==> config.mk <==
export PLATFORM = sky130hd
export DESIGN_NAME = med_fil_unit
export DESIGN_NICKNAME = d
export VERILOG_FILES = /design/src/rtl/img_pkg.sv /design/src/rtl/med_fil_unit_sort3.sv /design/src/rtl/med_fil_unit.sv
export SDC_FILE = /design/constraint.sdc
export NUM_CORES = 1
export LEC_CHECK = 0
export BUFFER_PORTS_ARGS = -buffer_cell sky130_fd_sc_hd__buf_4
export CORE_ASPECT_RATIO = 1.2
export CORE_MARGIN = 2
export CORE_UTILIZATION = 38
export CTS_CLUSTER_SIZE = 20
export DETAILED_ROUTE_END_ITERATION = 16
export GPL_TIMING_DRIVEN = 0
export PLACE_DENSITY = 0.56
export SLEW_MARGIN = 20
export SYNTH_ARGS = -nofsm -noshare
export SYNTH_HDL_FRONTEND = slang
export SYNTH_HIERARCHICAL = 1
export SYNTH_SLANG_ARGS = --single-unit
==> constraint.sdc <==
create_clock -name clk -period 5.05 [get_ports clk]
set_input_delay 1.01 -clock clk [delete_from_list [all_inputs] [get_ports clk]]
set_output_delay 1.01 -clock clk [all_outputs]
set_load 0.03 [all_outputs]
==> src/rtl/img_pkg.sv <==
`default_nettype none
// ============================================================================
// Module      : img_pkg
// Description : Values shared by the edge-detection pipeline: image geometry,
//               pixel width, pass encodings and the pixel type, so that
//               Main_Ctrl_Unit and the filter units agree on them.
// Revision    : 1.0 - initial release
// ============================================================================
package img_pkg;

    localparam int IMG_DIM    = 20;
    localparam int BIT_LENGTH = 5;

    typedef enum logic [2:0] {
        MED_FIL  = 3'd0,
        GAU_FIL  = 3'd1,
        SOBEL    = 3'd2,
        NON_MAX  = 3'd3,
        HYSTER   = 3'd4,
        QUANTIZE = 3'd5
    } op_e;

    typedef logic [BIT_LENGTH-1:0] pixel_t;

endpackage
`default_nettype wire

==> src/rtl/med_fil_unit_sort3.sv <==
`default_nettype none
// ============================================================================
// Module      : sort3
// Description : Purely combinational unsigned 3-input sorter.
// Ports       : i_a, i_b, i_c  - values to sort
//               o_lo, o_mid, o_hi - minimum, median and maximum
// Revision    : 1.0 - initial release
// ============================================================================
module sort3
    import img_pkg::*;
#(
    parameter int WIDTH = BIT_LENGTH
) (
    input  logic [WIDTH-1:0] i_a,
    input  logic [WIDTH-1:0] i_b,
    input  logic [WIDTH-1:0] i_c,
    output logic [WIDTH-1:0] o_lo,
    output logic [WIDTH-1:0] o_mid,
    output logic [WIDTH-1:0] o_hi
);

    logic [WIDTH-1:0] w_ab_lo;
    logic [WIDTH-1:0] w_ab_hi;
    logic [WIDTH-1:0] w_hi_c_lo;

    assign w_ab_lo   = (i_a < i_b) ? i_a : i_b;
    assign w_ab_hi   = (i_a < i_b) ? i_b : i_a;
    assign o_lo      = (w_ab_lo < i_c) ? w_ab_lo : i_c;
    assign o_hi      = (w_ab_hi < i_c) ? i_c : w_ab_hi;
    // median = max(min(a,b), min(max(a,b), c))
    assign w_hi_c_lo = (w_ab_hi < i_c) ? w_ab_hi : i_c;
    assign o_mid     = (w_ab_lo < w_hi_c_lo) ? w_hi_c_lo : w_ab_lo;

endmodule
`default_nettype wire

==> src/rtl/med_fil_unit.sv <==
`default_nettype none
// ============================================================================
// Module      : med_fil_unit
// Description : Streaming 3x3 median filter. Accepts one 3-pixel column per
//               cycle from a 3-row strip and emits one median per complete
//               window with a fixed 3-cycle latency and no backpressure.
// Ports       : clk, reset      - clock, asynchronous active-high reset
//               start           - one-cycle pulse opening a new strip
//               in_valid        - column present on col_top/col_mid/col_bot
//               col_top/mid/bot - rows r-2, r-1, r of the incoming column
//               out_valid       - median_out valid this cycle
//               median_out      - window median (held between results)
//               strip_done      - pulses with the strip's last out_valid
//               busy            - strip open or pipeline holding data
// Revision    : 1.0 - initial release
// ============================================================================
module med_fil_unit
    import img_pkg::*;
#(
    parameter int BIT_LENGTH = img_pkg::BIT_LENGTH,
    parameter int IMG_DIM    = img_pkg::IMG_DIM
) (
    input  logic                  clk,
    input  logic                  reset,
    input  logic                  start,
    input  logic                  in_valid,
    input  logic [BIT_LENGTH-1:0] col_top,
    input  logic [BIT_LENGTH-1:0] col_mid,
    input  logic [BIT_LENGTH-1:0] col_bot,
    output logic                  out_valid,
    output logic [BIT_LENGTH-1:0] median_out,
    output logic                  strip_done,
    output logic                  busy
);

    localparam int                 c_cnt_w     = $clog2(IMG_DIM + 1);
    localparam logic [c_cnt_w-1:0] c_cnt_full  = c_cnt_w'(IMG_DIM);
    localparam logic [c_cnt_w-1:0] c_cnt_first = c_cnt_w'(3);

    localparam logic [1:0] c_st_idle  = 2'd0;
    localparam logic [1:0] c_st_fill  = 2'd1;
    localparam logic [1:0] c_st_run   = 2'd2;
    localparam logic [1:0] c_st_drain = 2'd3;

    logic [1:0]            r_state;
    logic [1:0]            w_state_next;
    logic [c_cnt_w-1:0]    r_col_cnt;
    logic [c_cnt_w-1:0]    w_cnt_base;
    logic [c_cnt_w-1:0]    w_cnt_next;
    logic                  w_open;
    logic                  w_accept;
    logic                  w_pipe_vld;

    // window registers, indexed [column][row]; column 2 is the newest
    logic [BIT_LENGTH-1:0] r_win [3][3];
    logic                  r_win_vld;
    logic                  r_win_last;

    logic [BIT_LENGTH-1:0] w_s1_lo  [3];
    logic [BIT_LENGTH-1:0] w_s1_mid [3];
    logic [BIT_LENGTH-1:0] w_s1_hi  [3];
    logic [BIT_LENGTH-1:0] r_s1_lo  [3];
    logic [BIT_LENGTH-1:0] r_s1_mid [3];
    logic [BIT_LENGTH-1:0] r_s1_hi  [3];
    logic                  r_s1_vld;
    logic                  r_s1_last;

    logic [BIT_LENGTH-1:0] w_s2_a;
    logic [BIT_LENGTH-1:0] w_s2_b;
    logic [BIT_LENGTH-1:0] w_s2_c;
    logic [BIT_LENGTH-1:0] r_s2_a;
    logic [BIT_LENGTH-1:0] r_s2_b;
    logic [BIT_LENGTH-1:0] r_s2_c;
    logic                  r_s2_vld;
    logic                  r_s2_last;

    logic [BIT_LENGTH-1:0] w_s3_med;
    logic [BIT_LENGTH-1:0] r_median;
    logic                  r_s3_vld;
    logic                  r_s3_last;

    // sorter outputs the reductions do not need
    logic [BIT_LENGTH-1:0] w_unused [8];

    // ------------------------------------------------------------------
    // Column acceptance. A start that arrives with a column takes that
    // column as column 0 of the new strip, whatever state we were in.
    // ------------------------------------------------------------------
    assign w_open     = (r_state == c_st_fill) || (r_state == c_st_run);
    assign w_accept   = in_valid && (start || (w_open && (r_col_cnt != c_cnt_full)));
    assign w_cnt_base = start ? '0 : r_col_cnt;
    assign w_cnt_next = w_accept ? (w_cnt_base + c_cnt_w'(1)) : w_cnt_base;
    assign w_pipe_vld = r_win_vld || r_s1_vld || r_s2_vld || r_s3_vld;

    // ------------------------------------------------------------------
    // State machine
    // ------------------------------------------------------------------
    always_ff @(posedge clk or posedge reset) begin
        if (reset) begin
            r_state <= c_st_idle;
        end else begin
            r_state <= w_state_next;
        end
    end

    always_comb begin
        w_state_next = r_state;
        if (start) begin
            w_state_next = c_st_fill;
        end else begin
            case (r_state)
                c_st_fill: begin
                    if (w_accept && (w_cnt_next == c_cnt_first)) begin
                        w_state_next = c_st_run;
                    end
                end
                c_st_run: begin
                    if (w_accept && (w_cnt_next == c_cnt_full)) begin
                        w_state_next = c_st_drain;
                    end
                end
                c_st_drain: begin
                    if (!w_pipe_vld) begin
                        w_state_next = c_st_idle;
                    end
                end
                default: begin
                    w_state_next = r_state;
                end
            endcase
        end
    end

    // ------------------------------------------------------------------
    // Column counter and window shift register
    // ------------------------------------------------------------------
    always_ff @(posedge clk or posedge reset) begin
        if (reset) begin
            r_col_cnt  <= '0;
            r_win_vld  <= 1'b0;
            r_win_last <= 1'b0;
            for (int i = 0; i < 3; i++) begin
                for (int j = 0; j < 3; j++) begin
                    r_win[i][j] <= '0;
                end
            end
        end else begin
            r_col_cnt <= w_cnt_next;
            if (w_accept) begin
                r_win[0]    <= r_win[1];
                r_win[1]    <= r_win[2];
                r_win[2][0] <= col_top;
                r_win[2][1] <= col_mid;
                r_win[2][2] <= col_bot;
            end
            // the window is complete once three columns of this strip are in
            r_win_vld  <= w_accept && (w_cnt_next >= c_cnt_first);
            r_win_last <= w_accept && (w_cnt_next == c_cnt_full);
        end
    end

    // ------------------------------------------------------------------
    // S1: sort each window column
    // ------------------------------------------------------------------
    for (genvar g = 0; g < 3; g++) begin : g_col_sort
        sort3 #(.WIDTH(BIT_LENGTH)) u_sort (
            .i_a   (r_win[g][0]),
            .i_b   (r_win[g][1]),
            .i_c   (r_win[g][2]),
            .o_lo  (w_s1_lo[g]),
            .o_mid (w_s1_mid[g]),
            .o_hi  (w_s1_hi[g])
        );
    end

    // ------------------------------------------------------------------
    // S2: a = max of lows, b = median of mids, c = min of highs
    // ------------------------------------------------------------------
    sort3 #(.WIDTH(BIT_LENGTH)) u_s2_lo (
        .i_a(r_s1_lo[0]), .i_b(r_s1_lo[1]), .i_c(r_s1_lo[2]),
        .o_lo(w_unused[0]), .o_mid(w_unused[1]), .o_hi(w_s2_a)
    );

    sort3 #(.WIDTH(BIT_LENGTH)) u_s2_mid (
        .i_a(r_s1_mid[0]), .i_b(r_s1_mid[1]), .i_c(r_s1_mid[2]),
        .o_lo(w_unused[2]), .o_mid(w_s2_b), .o_hi(w_unused[3])
    );

    sort3 #(.WIDTH(BIT_LENGTH)) u_s2_hi (
        .i_a(r_s1_hi[0]), .i_b(r_s1_hi[1]), .i_c(r_s1_hi[2]),
        .o_lo(w_s2_c), .o_mid(w_unused[4]), .o_hi(w_unused[5])
    );

    // ------------------------------------------------------------------
    // S3: the 9-pixel median is the median of (a, b, c)
    // ------------------------------------------------------------------
    sort3 #(.WIDTH(BIT_LENGTH)) u_s3 (
        .i_a(r_s2_a), .i_b(r_s2_b), .i_c(r_s2_c),
        .o_lo(w_unused[6]), .o_mid(w_s3_med), .o_hi(w_unused[7])
    );

    // ------------------------------------------------------------------
    // Pipeline registers. start drops every in-flight window so an aborted
    // strip never produces another result.
    // ------------------------------------------------------------------
    always_ff @(posedge clk or posedge reset) begin
        if (reset) begin
            r_s1_vld  <= 1'b0;
            r_s1_last <= 1'b0;
            r_s2_vld  <= 1'b0;
            r_s2_last <= 1'b0;
            r_s3_vld  <= 1'b0;
            r_s3_last <= 1'b0;
            r_s2_a    <= '0;
            r_s2_b    <= '0;
            r_s2_c    <= '0;
            r_median  <= '0;
            for (int i = 0; i < 3; i++) begin
                r_s1_lo[i]  <= '0;
                r_s1_mid[i] <= '0;
                r_s1_hi[i]  <= '0;
            end
        end else begin
            r_s1_vld  <= r_win_vld  && !start;
            r_s1_last <= r_win_last && !start;
            r_s2_vld  <= r_s1_vld   && !start;
            r_s2_last <= r_s1_last  && !start;
            r_s3_vld  <= r_s2_vld   && !start;
            r_s3_last <= r_s2_last  && !start;
            if (r_win_vld) begin
                for (int i = 0; i < 3; i++) begin
                    r_s1_lo[i]  <= w_s1_lo[i];
                    r_s1_mid[i] <= w_s1_mid[i];
                    r_s1_hi[i]  <= w_s1_hi[i];
                end
            end
            if (r_s1_vld) begin
                r_s2_a <= w_s2_a;
                r_s2_b <= w_s2_b;
                r_s2_c <= w_s2_c;
            end
            // median_out only moves together with a real result
            if (r_s2_vld && !start) begin
                r_median <= w_s3_med;
            end
        end
    end

    assign out_valid  = r_s3_vld;
    assign median_out = r_median;
    assign strip_done = r_s3_vld && r_s3_last;
    // DRAIN alone does not count: busy drops the edge after the last result
    assign busy       = w_open || w_pipe_vld;

endmodule
`default_nettype wire

==> reports/results.ini <==
[global_routing]
grt_pass1_wl_um=38600
first_global_vias=7341
globalRoute.totalOverflow=0
grt_usage_pct=17.3
antenna_found_initial=0
grt_max_degree=68

[sta]
finalMaxSlewViolations=0
worst_pin_slew_ps=805
slew_headroom_pct=46.0
hold_viol=0
setup_violations=0
fin_crit_ps=4900
worst_hold_slack_ps=463
timing.setup.tns_ps=0
min_period_over_period_pct=97.0
clock_skew_ps=5.37
max_freq_ghz=0.204

[worst_setup_path]
critical-path-max-stage-delay_ps=450
path_class=reg -> reg
worstPathCellList=ha_1 -> nand2_1 -> o21ai_4 -> mux2_2 -> ha_1 -> a21oi_2 -> o21a_2 -> nor3b_1 -> or2_2 -> ha_1 -> and4_1 -> a211oi_4 -> nor2_1 -> o21ai_0 -> o211ai_1 -> mux2_2
cpMostUsedCell=ha_1
end_kind=flop
path_buf_inv=0
crit_family=compound AO/OA/AOI/OAI gates
path_max_fanout=8
cp_data_required_time_ps=5350
cp.arrival_ps=5200
crit_path_start_kind=flop
cp_slowest_cell=dfrtp_1

[die]
die_area_sq_mm=0.0281
start_util_pct=38.7
num_rows=65
core_area_sq_mm=0.0263
num_io_pins=27
die_h_um=183
die_w_um=153

[final_layout]
drive_gt1_share_pct=36.8
final_common_cell=mux2_2
area_growth_pct=15.0
final_cell_mix=166 x mux2_2, 122 x dfrtp_1, 92 x ha_1
fin_util_pct=44.5
fin_nets=1124
diodes=0

[clock_tree]
cts-htree-levels=4
cts-root-buf=clkbuf_16
clk_pin_slew_ps=50
clk_path_buf_depth=2
cts.sinks=125
numCtsBuffers=17
clk-insertion-delay-late_ps=420
cts_tree=yes

[logic_synthesis]
synth_area_sq_mm=0.0102
yosys_warnings=6
synthesis.instances=969
synth_nets=1080
synth.avg_cell_area_sq_um=10.5

[drt]
vias=7447
dr.first_iter.drc_count=279
wl_per_cell_um=17.7
drt-total-wl_um=24100
first_pass_iters=4
antenna_left=0
drc=0
via_per_inst=5.47

[place]
io_buffers=26
gp_congestion=0.879
hpwl_um=18500

[outcome]
status=finished clean

[worst_hold_path]
min_path_type=reg -> reg

[flow_run]
cap_viol_max_count=0

## registers in the layout, indices dropped and copies added, names as in the netlist
| name | cells |
|---|---|
| r_s2_c | 5 |
| r_s2_b | 5 |
| r_s1_last | 1 |
| r_s1_mid | 15 |
| r_col_cnt | 5 |
| r_s1_lo | 15 |
| r_s2_a | 5 |
| r_win_vld | 1 |
| out_valid | 1 |
| r_win | 45 |
| r_s2_last | 1 |
| r_s1_vld | 1 |
| r_s2_vld | 1 |
| r_s1_hi | 15 |
| r_s3_last | 1 |
| median_out | 5 |
| r_win_last | 1 |
| r_state | 2 |
## worst register-to-register path, cell delays in order (launching register included)
cell      delay (ps)
dfrtp_1          450
ha_1             400
nand2_1          190
o21ai_4          280
mux2_2           420
ha_1             330
a21oi_2          220
o21a_2           250
nor3b_1          400
or2_2            190
ha_1             300
and4_1           270
a211oi_4         350
nor2_1            70
o21ai_0          170
o211ai_1         190
mux2_2           310
## final timing paths
kind / from / endpoint / slack (ps) / depth (start not counted)
setup reg to reg: r_win[14] / r_s1_mid[0] / 150 / 16
setup / recovery: r_win[14] / r_s1_mid[0] / 150 / 16
hold reg to reg: r_win_last / r_s1_last / 460 / 1
max in group asynchronous: reset / r_win[9] / 3730 / 3
hold / removal: r_win_last / r_s1_last / 460 / 1
min in group asynchronous: reset / median_out[3] / 600 / 2
## through the flow
step | cells | worst slack [ps] | cell area, sq um
after floorplan | 969 | 491 | 10200
after global placement | 1330 | -925 | 10800
after detailed placement | 1331 | -439 | 10800
after CTS | 1360 | 31.4 | 11500
after global routing | 1361 | -111 | 11700
final | 1361 | 153 | 11700
## cell type report
class / count / area [sq um]
Fill cell: 2505 / 14600
Multi-Input combinational cell: 735 / 6870
Sequential cell: 125 / 3130
Clock buffer: 23 / 488
Tap cell: 335 / 419
Inverter: 85 / 327
Timing Repair Buffer: 29 / 238
Clock inverter: 9 / 110
Buffer: 20 / 101
## per-layer routing
layer	GRT usage (%)	vias to the layer above	share of wire, %
li1	-	3661	-
met1	21.5	3652	45
met2	30.5	96	50
met3	2.36	38	1.9
met4	6.30	0	2.5
met5	0	-	0
## repair_timing
item	in CTS	in global routing
hold buffers	0	0
pin swaps	0	5
resized for setup	18	32
endpoints found under the setup margin	22	25
cloned	0	1
setup buffers	0	2
Power is left out: the tool's default activity adds up to more than one toggle a clock period on the data nets, which glitch-free logic cannot reach.
